[src/rtl/datamover_bist_ctrl.sv]
// rtl/datamover_bist_ctrl.sv - DataMover/BRAM BIST: write a counting pattern, read it back, check data and status.
// Runs NUM_BURSTS write/read-back pairs per start and reports an error count and pass flag.
module datamover_bist_ctrl #(
  parameter int          DATA_W          = 32,
  parameter logic [31:0] BASE_ADDR       = 32'hC000_0000,
  parameter int          WORDS_PER_BURST = 128,
  parameter int          NUM_BURSTS      = 4,
  parameter logic [3:0]  TAG             = 4'hE
) (
  input  logic                clk_in1,
  input  logic                aresetn,
  input  logic                start,
  output logic                busy,
  output logic                done,
  output logic                pass,
  output logic [15:0]         err_count,
  output logic [71:0]         s2mm_cmd_tdata,
  output logic                s2mm_cmd_tvalid,
  input  logic                s2mm_cmd_tready,
  output logic [DATA_W-1:0]   s2mm_tdata,
  output logic [DATA_W/8-1:0] s2mm_tkeep,
  output logic                s2mm_tlast,
  output logic                s2mm_tvalid,
  input  logic                s2mm_tready,
  input  logic [7:0]          s2mm_sts_tdata,
  input  logic                s2mm_sts_tvalid,
  output logic                s2mm_sts_tready,
  output logic [71:0]         mm2s_cmd_tdata,
  output logic                mm2s_cmd_tvalid,
  input  logic                mm2s_cmd_tready,
  input  logic [DATA_W-1:0]   mm2s_tdata,
  input  logic                mm2s_tlast,
  input  logic                mm2s_tvalid,
  output logic                mm2s_tready,
  input  logic [7:0]          mm2s_sts_tdata,
  input  logic                mm2s_sts_tvalid,
  output logic                mm2s_sts_tready
);

  localparam int                BEAT_W    = $clog2(WORDS_PER_BURST + 1);
  localparam logic [22:0]       BTT       = 23'(WORDS_PER_BURST * DATA_W / 8);
  localparam logic [BEAT_W-1:0] LAST_BEAT = BEAT_W'(WORDS_PER_BURST - 1);
  localparam logic [15:0]       LAST_BURST = 16'(NUM_BURSTS - 1);
  localparam logic [31:0]       WPB32     = 32'(WORDS_PER_BURST);

  typedef enum logic [2:0] {
    S_IDLE, S_WR_CMD, S_WR_DATA, S_WR_STS, S_RD_CMD, S_RD_DATA, S_RD_STS, S_FIN
  } state_t;

  state_t            state_q, state_d;
  logic [15:0]       burst_q, burst_d;
  logic [BEAT_W-1:0] beat_q, beat_d;
  logic [31:0]       addr_q, addr_d;
  logic [31:0]       word_base_q, word_base_d;
  logic [15:0]       err_q, err_d;
  logic              busy_q, busy_d, done_q, done_d, pass_q, pass_d;
  logic              wcmd_valid_q, wcmd_valid_d, wdata_valid_q, wdata_valid_d;
  logic              wsts_ready_q, wsts_ready_d;
  logic              rcmd_valid_q, rcmd_valid_d, rdata_ready_q, rdata_ready_d;
  logic              rsts_ready_q, rsts_ready_d;

  logic [31:0] pattern;
  logic [71:0] cmd_word;
  logic        rd_data_err, rd_last_err, wsts_bad, rsts_bad;
  logic        unused_sts_bits;

  function automatic logic [15:0] sat_add(input logic [15:0] a, input logic [1:0] n);
    logic [16:0] s;
    s = {1'b0, a} + {15'b0, n};
    return s[16] ? 16'hFFFF : s[15:0];
  endfunction

  // Data pattern and command word depend only on flops, so nothing from a tready reaches a tvalid or tdata.
  assign pattern     = word_base_q + 32'(beat_q);
  assign cmd_word    = {4'h0, TAG, addr_q, 1'b0, 1'b1, 6'h0, 1'b1, BTT};
  assign rd_data_err = (mm2s_tdata != DATA_W'(pattern));
  assign rd_last_err = (mm2s_tlast != (beat_q == LAST_BEAT));
  assign wsts_bad    = !s2mm_sts_tdata[7] || (s2mm_sts_tdata[3:0] != TAG);
  assign rsts_bad    = !mm2s_sts_tdata[7] || (mm2s_sts_tdata[3:0] != TAG);
  assign unused_sts_bits = ^{s2mm_sts_tdata[6:4], mm2s_sts_tdata[6:4]};

  always_comb begin
    state_d       = state_q;
    burst_d       = burst_q;
    beat_d        = beat_q;
    addr_d        = addr_q;
    word_base_d   = word_base_q;
    err_d         = err_q;
    busy_d        = busy_q;
    done_d        = 1'b0;
    pass_d        = pass_q;
    wcmd_valid_d  = wcmd_valid_q;
    wdata_valid_d = wdata_valid_q;
    wsts_ready_d  = wsts_ready_q;
    rcmd_valid_d  = rcmd_valid_q;
    rdata_ready_d = rdata_ready_q;
    rsts_ready_d  = rsts_ready_q;
    case (state_q)
      S_IDLE: begin
        if (start) begin
          err_d        = 16'h0;
          pass_d       = 1'b0;
          busy_d       = 1'b1;
          burst_d      = 16'h0;
          beat_d       = '0;
          addr_d       = BASE_ADDR;
          word_base_d  = 32'h0;
          wcmd_valid_d = 1'b1;
          state_d      = S_WR_CMD;
        end
      end
      S_WR_CMD: begin
        if (wcmd_valid_q && s2mm_cmd_tready) begin
          wcmd_valid_d  = 1'b0;
          wdata_valid_d = 1'b1;
          beat_d        = '0;
          state_d       = S_WR_DATA;
        end
      end
      S_WR_DATA: begin
        if (wdata_valid_q && s2mm_tready) begin
          if (beat_q == LAST_BEAT) begin
            wdata_valid_d = 1'b0;
            wsts_ready_d  = 1'b1;
            beat_d        = '0;
            state_d       = S_WR_STS;
          end else begin
            beat_d = beat_q + BEAT_W'(1);
          end
        end
      end
      S_WR_STS: begin
        if (wsts_ready_q && s2mm_sts_tvalid) begin
          err_d        = sat_add(err_q, {1'b0, wsts_bad});
          wsts_ready_d = 1'b0;
          rcmd_valid_d = 1'b1;
          state_d      = S_RD_CMD;
        end
      end
      S_RD_CMD: begin
        if (rcmd_valid_q && mm2s_cmd_tready) begin
          rcmd_valid_d  = 1'b0;
          rdata_ready_d = 1'b1;
          beat_d        = '0;
          state_d       = S_RD_DATA;
        end
      end
      S_RD_DATA: begin
        if (rdata_ready_q && mm2s_tvalid) begin
          err_d = sat_add(err_q, {1'b0, rd_data_err} + {1'b0, rd_last_err});
          if (beat_q == LAST_BEAT) begin
            rdata_ready_d = 1'b0;
            rsts_ready_d  = 1'b1;
            state_d       = S_RD_STS;
          end else begin
            beat_d = beat_q + BEAT_W'(1);
          end
        end
      end
      S_RD_STS: begin
        if (rsts_ready_q && mm2s_sts_tvalid) begin
          err_d        = sat_add(err_q, {1'b0, rsts_bad});
          rsts_ready_d = 1'b0;
          if (burst_q == LAST_BURST) begin
            done_d  = 1'b1;
            busy_d  = 1'b0;
            pass_d  = (err_d == 16'h0);
            state_d = S_FIN;
          end else begin
            burst_d      = burst_q + 16'd1;
            addr_d       = addr_q + {9'h0, BTT};
            word_base_d  = word_base_q + WPB32;
            wcmd_valid_d = 1'b1;
            state_d      = S_WR_CMD;
          end
        end
      end
      S_FIN:   state_d = S_IDLE;
      default: state_d = S_IDLE;
    endcase
  end

  always_ff @(posedge clk_in1 or negedge aresetn) begin
    if (!aresetn) begin
      state_q       <= S_IDLE;
      burst_q       <= 16'h0;
      beat_q        <= '0;
      addr_q        <= BASE_ADDR;
      word_base_q   <= 32'h0;
      err_q         <= 16'h0;
      busy_q        <= 1'b0;
      done_q        <= 1'b0;
      pass_q        <= 1'b0;
      wcmd_valid_q  <= 1'b0;
      wdata_valid_q <= 1'b0;
      wsts_ready_q  <= 1'b0;
      rcmd_valid_q  <= 1'b0;
      rdata_ready_q <= 1'b0;
      rsts_ready_q  <= 1'b0;
    end else begin
      state_q       <= state_d;
      burst_q       <= burst_d;
      beat_q        <= beat_d;
      addr_q        <= addr_d;
      word_base_q   <= word_base_d;
      err_q         <= err_d;
      busy_q        <= busy_d;
      done_q        <= done_d;
      pass_q        <= pass_d;
      wcmd_valid_q  <= wcmd_valid_d;
      wdata_valid_q <= wdata_valid_d;
      wsts_ready_q  <= wsts_ready_d;
      rcmd_valid_q  <= rcmd_valid_d;
      rdata_ready_q <= rdata_ready_d;
      rsts_ready_q  <= rsts_ready_d;
    end
  end

  assign busy            = busy_q;
  assign done            = done_q;
  assign pass            = pass_q;
  assign err_count       = err_q;
  assign s2mm_cmd_tdata  = cmd_word;
  assign s2mm_cmd_tvalid = wcmd_valid_q;
  assign s2mm_tdata      = DATA_W'(pattern);
  assign s2mm_tkeep      = '1;
  assign s2mm_tlast      = (beat_q == LAST_BEAT);
  assign s2mm_tvalid     = wdata_valid_q;
  assign s2mm_sts_tready = wsts_ready_q;
  assign mm2s_cmd_tdata  = cmd_word;
  assign mm2s_cmd_tvalid = rcmd_valid_q;
  assign mm2s_tready     = rdata_ready_q;
  assign mm2s_sts_tready = rsts_ready_q;

endmodule

[config.mk]
export PLATFORM = sky130hd
export DESIGN_NAME = datamover_bist_ctrl
export DESIGN_NICKNAME = d
export VERILOG_FILES = /design/src/rtl/datamover_bist_ctrl.sv
export SDC_FILE = /design/constraint.sdc
export NUM_CORES = 1
export LEC_CHECK = 0
export CAP_MARGIN = 10
export CORE_ASPECT_RATIO = 2
export CORE_UTILIZATION = 25
export DETAILED_ROUTE_END_ITERATION = 8
export PLACE_DENSITY = 0.54
export SYNTH_ARGS = -nofsm -noshare
export SYNTH_HDL_FRONTEND = slang
export SYNTH_SLANG_ARGS = --single-unit
[constraint.sdc]
create_clock -name clk_in1 -period 4.1 [get_ports clk_in1]
set_input_delay 1.23 -clock clk_in1 [delete_from_list [all_inputs] [get_ports clk_in1]]
set_output_delay 1.23 -clock clk_in1 [all_outputs]
set_load 0.005 [all_outputs]
==> results of run 1 <==
-- worst max-delay path, delay by kind of cell --
kind,cells,cell delay (ps)
XOR/XNOR,1,170
multiplexers,1,140
AO/OA/AOI/OAI,3,610
adder cells (fa/ha/maj),2,690
buffers and inverters,3,420
AND/OR/NAND/NOR,6,1010
-- what timing repair did --
action                                 4_1_cts  5_1_grt
setup endpoints to repair                   18       18
resized for setup                           32       43
gates cloned                                 0        0
buffers inserted                             3        3
pin swaps                                   16       25
endpoints found under the hold margin        0        0
-- stage by stage --
step	worst slack, ps	std cells
after CTS	0.330	1673
after floorplan	327	1163
final	74.0	1676
after global placement	-813	1654
after detailed placement	-802	1654
after global routing	-65.3	1676
-- path summary, 6_finish.rpt --
path                          startpoint  cells after the start               to  slack (ps)
max in group asynchronous        aresetn                      2  word_base_q[26]        2570
min reg2reg                   burst_q[0]                      1       burst_q[0]         530
max reg2reg                    beat_q[7]                     16    err_count[12]         150
min                           burst_q[0]                      1       burst_q[0]         530
min in group asynchronous        aresetn                      1       addr_q[24]         760
max                        mm2s_tdata[4]                     16    err_count[12]          70
-- layout by cell type (no fill, tap or decap), types with 31 or more instances in the layout --
cell type        instances
clkdlybuf4s50_1        139
buf_4                   98
dfrtp_1                 98
nor3_1                  34
o21ai_0                 67
nand4_1                 31
a21oi_1                 60
nand3_1                 51
nand2_1                 79
xor2_1                  54
nor2_1                  68
conb_1                 102
xnor2_1                 57
-- flip-flops by register name, indices dropped and copies added, names as in the netlist --
signal and count:
state_q 3, beat_q 8, pass 1, s2mm_sts_tready 1
mm2s_cmd_tvalid 1, addr_q 23, s2mm_tvalid 1, busy 1
done 1, s2mm_cmd_tvalid 1, err_count 16, mm2s_sts_tready 1
mm2s_tready 1, burst_q 16, word_base_q 25
-- final cells by class --
type                    count  area (µm²)  area share (%)
repair buffers            256        2330            20.8
clock inverters             6        68.8           0.614
flip-flops and latches    100        2500            22.3
clock buffers              10         239            2.13
well taps                 441         552            4.92
inverters                  21        78.8           0.703
multi-input cells         842        5440            48.5
-- kinds of logic (layout without fill, tap and decap cells) --
logic type	Yosys count	after routing	synth area share (%)
xor+xnor	119	119	13.1
buf+inv	221	293	15.7
mux	6	6	0.718
compound gates	213	213	15.9
fa+ha+maj	12	12	1.81
simple gates	390	390	23.9
other cells	2	102	0.0862
flops	100	100	28.8
-- report_power, final --
| part | internal (W) | total (W) | leakage (nW) | switching (W) |
|---|---|---|---|---|
| combinational | 0.000564 | 0.00141 | 3.06 | 0.000846 |
| clock | 0.000496 | 0.000924 | 0.150 | 0.000428 |
| sequential | 0.00108 | 0.00128 | 1.37 | 0.000197 |
-- per-layer routing --
metal	global-route usage, %	up-vias	part of all wire, %
met5	0	-	0
met4	8.81	0	4.5
met3	2.04	68	4.2
met2	32.5	315	57
met1	15.8	3872	34
li1	-	3868	-
==> flow_metrics.tcl, run 1 <==
set metrics [dict create \
    cts_buffer_depth 2 \
    grtUsageTotal_pct 16.3 \
    status "finished, final reports clean" \
    total_power_w 0.00361 \
    whs_ps 527 \
    synth_most_common_cell "buf_4" \
    finalCritPeriodShare_pct 98.2 \
    dp_hpwl_mm 22.1 \
    cap_violations 0 \
    worstSetupPathType "input port to flop" \
    synth-async-reset-ratio_pct 100 \
    synth-edff-count 0 \
    crit_fanout 3 \
    cts_tree "yes" \
    hold_violations 0 \
    ys_top_cells_by_count "buf_4, dfrtp_1, nand2_1" \
    via_per_inst 4.85 \
    yosys_register_bits 100 \
    p_leak_nw 4.58 \
    place.gp.congestion 0.937 \
    dr.pass1.iters 4 \
    worstMarginPinSlew_ps 854 \
    setup_viol 0 \
    numPortBuffers 155 \
    grt_pass1_vias 7991 \
    yosysTopAreaCellShare_pct 28.2 \
    peakVddDrop_uv 220 \
    start_kind "input port" \
    chipWidth_um 134 \
    num_vias 8123 \
    yosysTopAreaCell "dfrtp_1" \
    clock-sinks 100 \
    worstPathCellList "clkbuf_2 -> xor2_1 -> nor4_2 -> buf_4 -> o2111ai_4 -> a221oi_2 -> and4b_1 -> nand4_1 -> fa_2 -> ha_4 -> nand4_1 -> buf_4 -> nor2_2 -> mux2i_1 -> nor3_1 -> a221o_1" \
    setup_tns_ps 0 \
    synth.distinct_cells 81 \
    worstPathRequired_ps 4350 \
    drv_slew 0 \
    end_kind "flop" \
    ios 264 \
    diodes 0 \
    slowest_stage "fa_2" \
    synth.area.top_cells "dfrtp_1, buf_4, xnor2_1" \
    synthFlopType "dfrtp_1" \
    fp-row-count 96 \
    avgSynthCellArea_um2 8.19 \
    relSlewSlack_pct 43.0 \
    fillers 3687 \
    clock-root-buffer "clkbuf_16" \
    critPathArrivalTime_ps 4270 \
    ant_nets 0 \
    cts_hold_buffers 0 \
    finClkSkew_ps 12.7 \
    place_area_um2 10600 \
    cts-buffers-inserted 9 \
    htreeDepth 3 \
    worstHoldPathType "flop to flop" \
    synth_area_um2 8710 \
    core_um2 34400 \
    drtIter0Drc 353 \
    fmaxAchievable_mhz 248 \
    drt-total-wl_mm 28.8 \
    post_drt_wl_per_cell_um 17.2 \
    drive_gt1_share_pct 15.2 \
    grt_overflow_total 0 \
    min_period_ps 4030 \
    finalInstanceArea_um2 11200 \
    rsz0062_at_grt "yes" \
    critPathMaxStageDelay_ps 490 \
    grt_start_max_net_pins 78 \
    dieHeight_um 266 \
    grt_antenna_before_repair 0 \
    grt_pass1_wl_mm 44.4 \
    die_area_um2 35600 \
    nNetsFinal 1300 \
    p_per_area_nw_per_um2 322 \
    syn_to_final_growth_pct 28.8 \
    clk-insertion-delay-late_ps 370 \
    yosysWarnings 0 \
    syn_inst 1063 \
    clkTransAtPathRegs_ps 80 \
    start_util_pct 25.4 \
    drc 0 \
    yosysSeqAreaShare_pct 28.8 \
    final_util_pct 32.6 \
]
Note: power is estimated with default switching activity, not from simulation.
==> inputs of run 2 (changes only) <==
==> constraint.sdc (replaced) <==
create_clock -name clk_in1 -period 5 [get_ports clk_in1]
set_input_delay 1.5 -clock clk_in1 [delete_from_list [all_inputs] [get_ports clk_in1]]
set_output_delay 1.5 -clock clk_in1 [all_outputs]
set_load 0.005 [all_outputs]
==> flow_metrics.tcl, run 2 (synthesized netlist as in run 1, its figures left out) <==
set metrics [dict create \
    worstPathRequired_ps 5250 \
    finalCritPeriodShare_pct 95.3 \
    grt_pass1_vias 7631 \
    relSlewSlack_pct 39.8 \
    numPortBuffers 155 \
    htreeDepth 3 \
    chipWidth_um 134 \
    largest_register_ffs 25 \
    mostFrequentLayoutCell "clkdlybuf4s50_1" \
    ios 264 \
    ant_nets 0 \
    p_leak_nw 4.07 \
    clock-sinks 100 \
    crit_fanout 3 \
    hold_violations 0 \
    dieHeight_um 266 \
    nNetsFinal 1229 \
    p_clk_share_pct 26.0 \
    dr.pass1.iters 5 \
    stdcell_count 1605 \
    p_per_area_nw_per_um2 277 \
    drv_slew 0 \
    setup_viol 0 \
    grt_overflow_total 0 \
    drt-total-wl_mm 28.0 \
    dp.cells 1589 \
    drc 0 \
    worstHoldPathType "flop to flop" \
    place.gp.congestion 0.937 \
    fmaxAchievable_mhz 210 \
    start_util_pct 25.4 \
    grt_antenna_before_repair 0 \
    num_vias 7854 \
    core_um2 34400 \
    post_drt_wl_per_cell_um 17.5 \
    top_register "word_base_q" \
    worstSetupPathType "input port to flop" \
    cts_hold_buffers 0 \
    grtUsageTotal_pct 16.0 \
    grt_pass1_wl_mm 43.3 \
    fp-row-count 96 \
    finClkSkew_ps 14.9 \
    fillers 3731 \
    seq_power_share_pct 36.1 \
    path_buf_inv 3 \
    peakVddDrop_uv 185 \
    pwr-share-comb_pct 37.9 \
    cts_buffer_depth 2 \
    slowest_stage "fa_2" \
    p_switching_w 0.00119 \
    worstMarginPinSlew_ps 901 \
    crit_family "simple AND/OR/NAND/NOR gates" \
    status "finished, final reports clean" \
    critPathArrivalTime_ps 5020 \
    critPathMaxStageDelay_ps 480 \
    internal_power_w 0.00170 \
    cts_tree "yes" \
    layout_common_cells "clkdlybuf4s50_1, conb_1, dfrtp_1" \
    grt_start_max_net_pins 55 \
    syn_to_final_growth_pct 20.1 \
    switching_share_pct 41.2 \
    cts-buffers-inserted 9 \
    clkTransAtPathRegs_ps 80 \
    worstPathCellList "clkdlybuf4s50_1 -> xor2_1 -> nor4_2 -> buf_4 -> o2111ai_1 -> a221oi_1 -> and4b_1 -> nand4_1 -> fa_2 -> ha_1 -> nand4_1 -> buf_4 -> nor2_1 -> mux2i_1 -> nor3_1 -> a221o_1" \
    min_period_ps 4760 \
    die_area_um2 35600 \
    end_kind "flop" \
    top_regs "word_base_q x25, addr_q x23" \
    start_kind "input port" \
    drtIter0Drc 290 \
    diodes 0 \
    dp_hpwl_mm 21.8 \
    via_per_inst 4.89 \
    cap_violations 0 \
    drive_gt1_share_pct 7.30 \
    clock-root-buffer "clkbuf_16" \
    clk-insertion-delay-late_ps 370 \
    setup_tns_ps 0 \
]
-- run 2: changes by cell type in the layout (fill, tap and decap cells not counted), sizes merged --
cell,before,now
dlygate4sd2,1,0
dlymetal6s2s,7,0
buf,102,31
clkdlybuf4s50,139,154
clkinv,1,2
clkbuf,15,9
clkdlybuf4s15,2,0
-- run 2: timing repair --
action / in CTS / in global routing
resized for setup: 0 / 3
endpoints found under the setup margin: 0 / 6
setup buffers: 0 / 0
-- run 2: path summary, 6_finish.rpt --
path / from / end / slack [ps] / depth (start not counted)
setup / recovery: mm2s_tdata[4] / err_count[12] / 240 / 16
hold / removal: burst_q[0] / burst_q[0] / 520 / 1
setup reg to reg: beat_q[7] / err_count[13] / 440 / 18
hold reg to reg: burst_q[0] / burst_q[0] / 520 / 1
max in group asynchronous: aresetn / mm2s_tready / 2900 / 2
min in group asynchronous: aresetn / addr_q[26] / 1190 / 1
-- run 2: power groups by stage --
stage	clock, W	combinational [W]	sequential (W)
after CTS	0.000795	0.00110	0.00104
after floorplan	0	0.000768	0.000986
after global routing	0.000819	0.00121	0.00106
after global placement	0	0.00109	0.00106
final	0.000753	0.00110	0.00104
after detailed placement	0	0.00110	0.00106
-- run 2: cell type report --
type / instances / area [µm²] / share of cell area (%)
tap: 441 / 552 / 5.27
multi-input combinational: 842 / 5230 / 50.0
clock buffer: 9 / 225 / 2.15
clock inverter: 7 / 83.8 / 0.801
inverter: 21 / 78.8 / 0.753
sequential: 100 / 2500 / 23.9
timing repair buffer: 185 / 1790 / 17.1
-- run 2: metal layers --
layer  GRT usage [%]  up-vias  part of all wire [%]
met5               0        -                     0
met4            9.34        0                   5.0
met3            2.42       59                   4.3
met2            31.1      288                    57
met1            15.5     3780                    34
li1                -     3727                     -
-- run 2: metrics by stage --
step | hold slack [ps] | setup WS (ps) | total power (W) | utilization, % | cell area (µm²)
finish | 521 | 235 | 0.00289 | 30.5 | 10500
global route | 566 | -26.7 | 0.00309 | 30.5 | 10500
CTS | 523 | 113 | 0.00294 | 30.4 | 10400
detailed placement | 507 | -284 | 0.00216 | 29.5 | 10100
global placement | 504 | -228 | 0.00215 | 29.5 | 10100
floorplan | 470 | 957 | 0.00175 | - | 9080
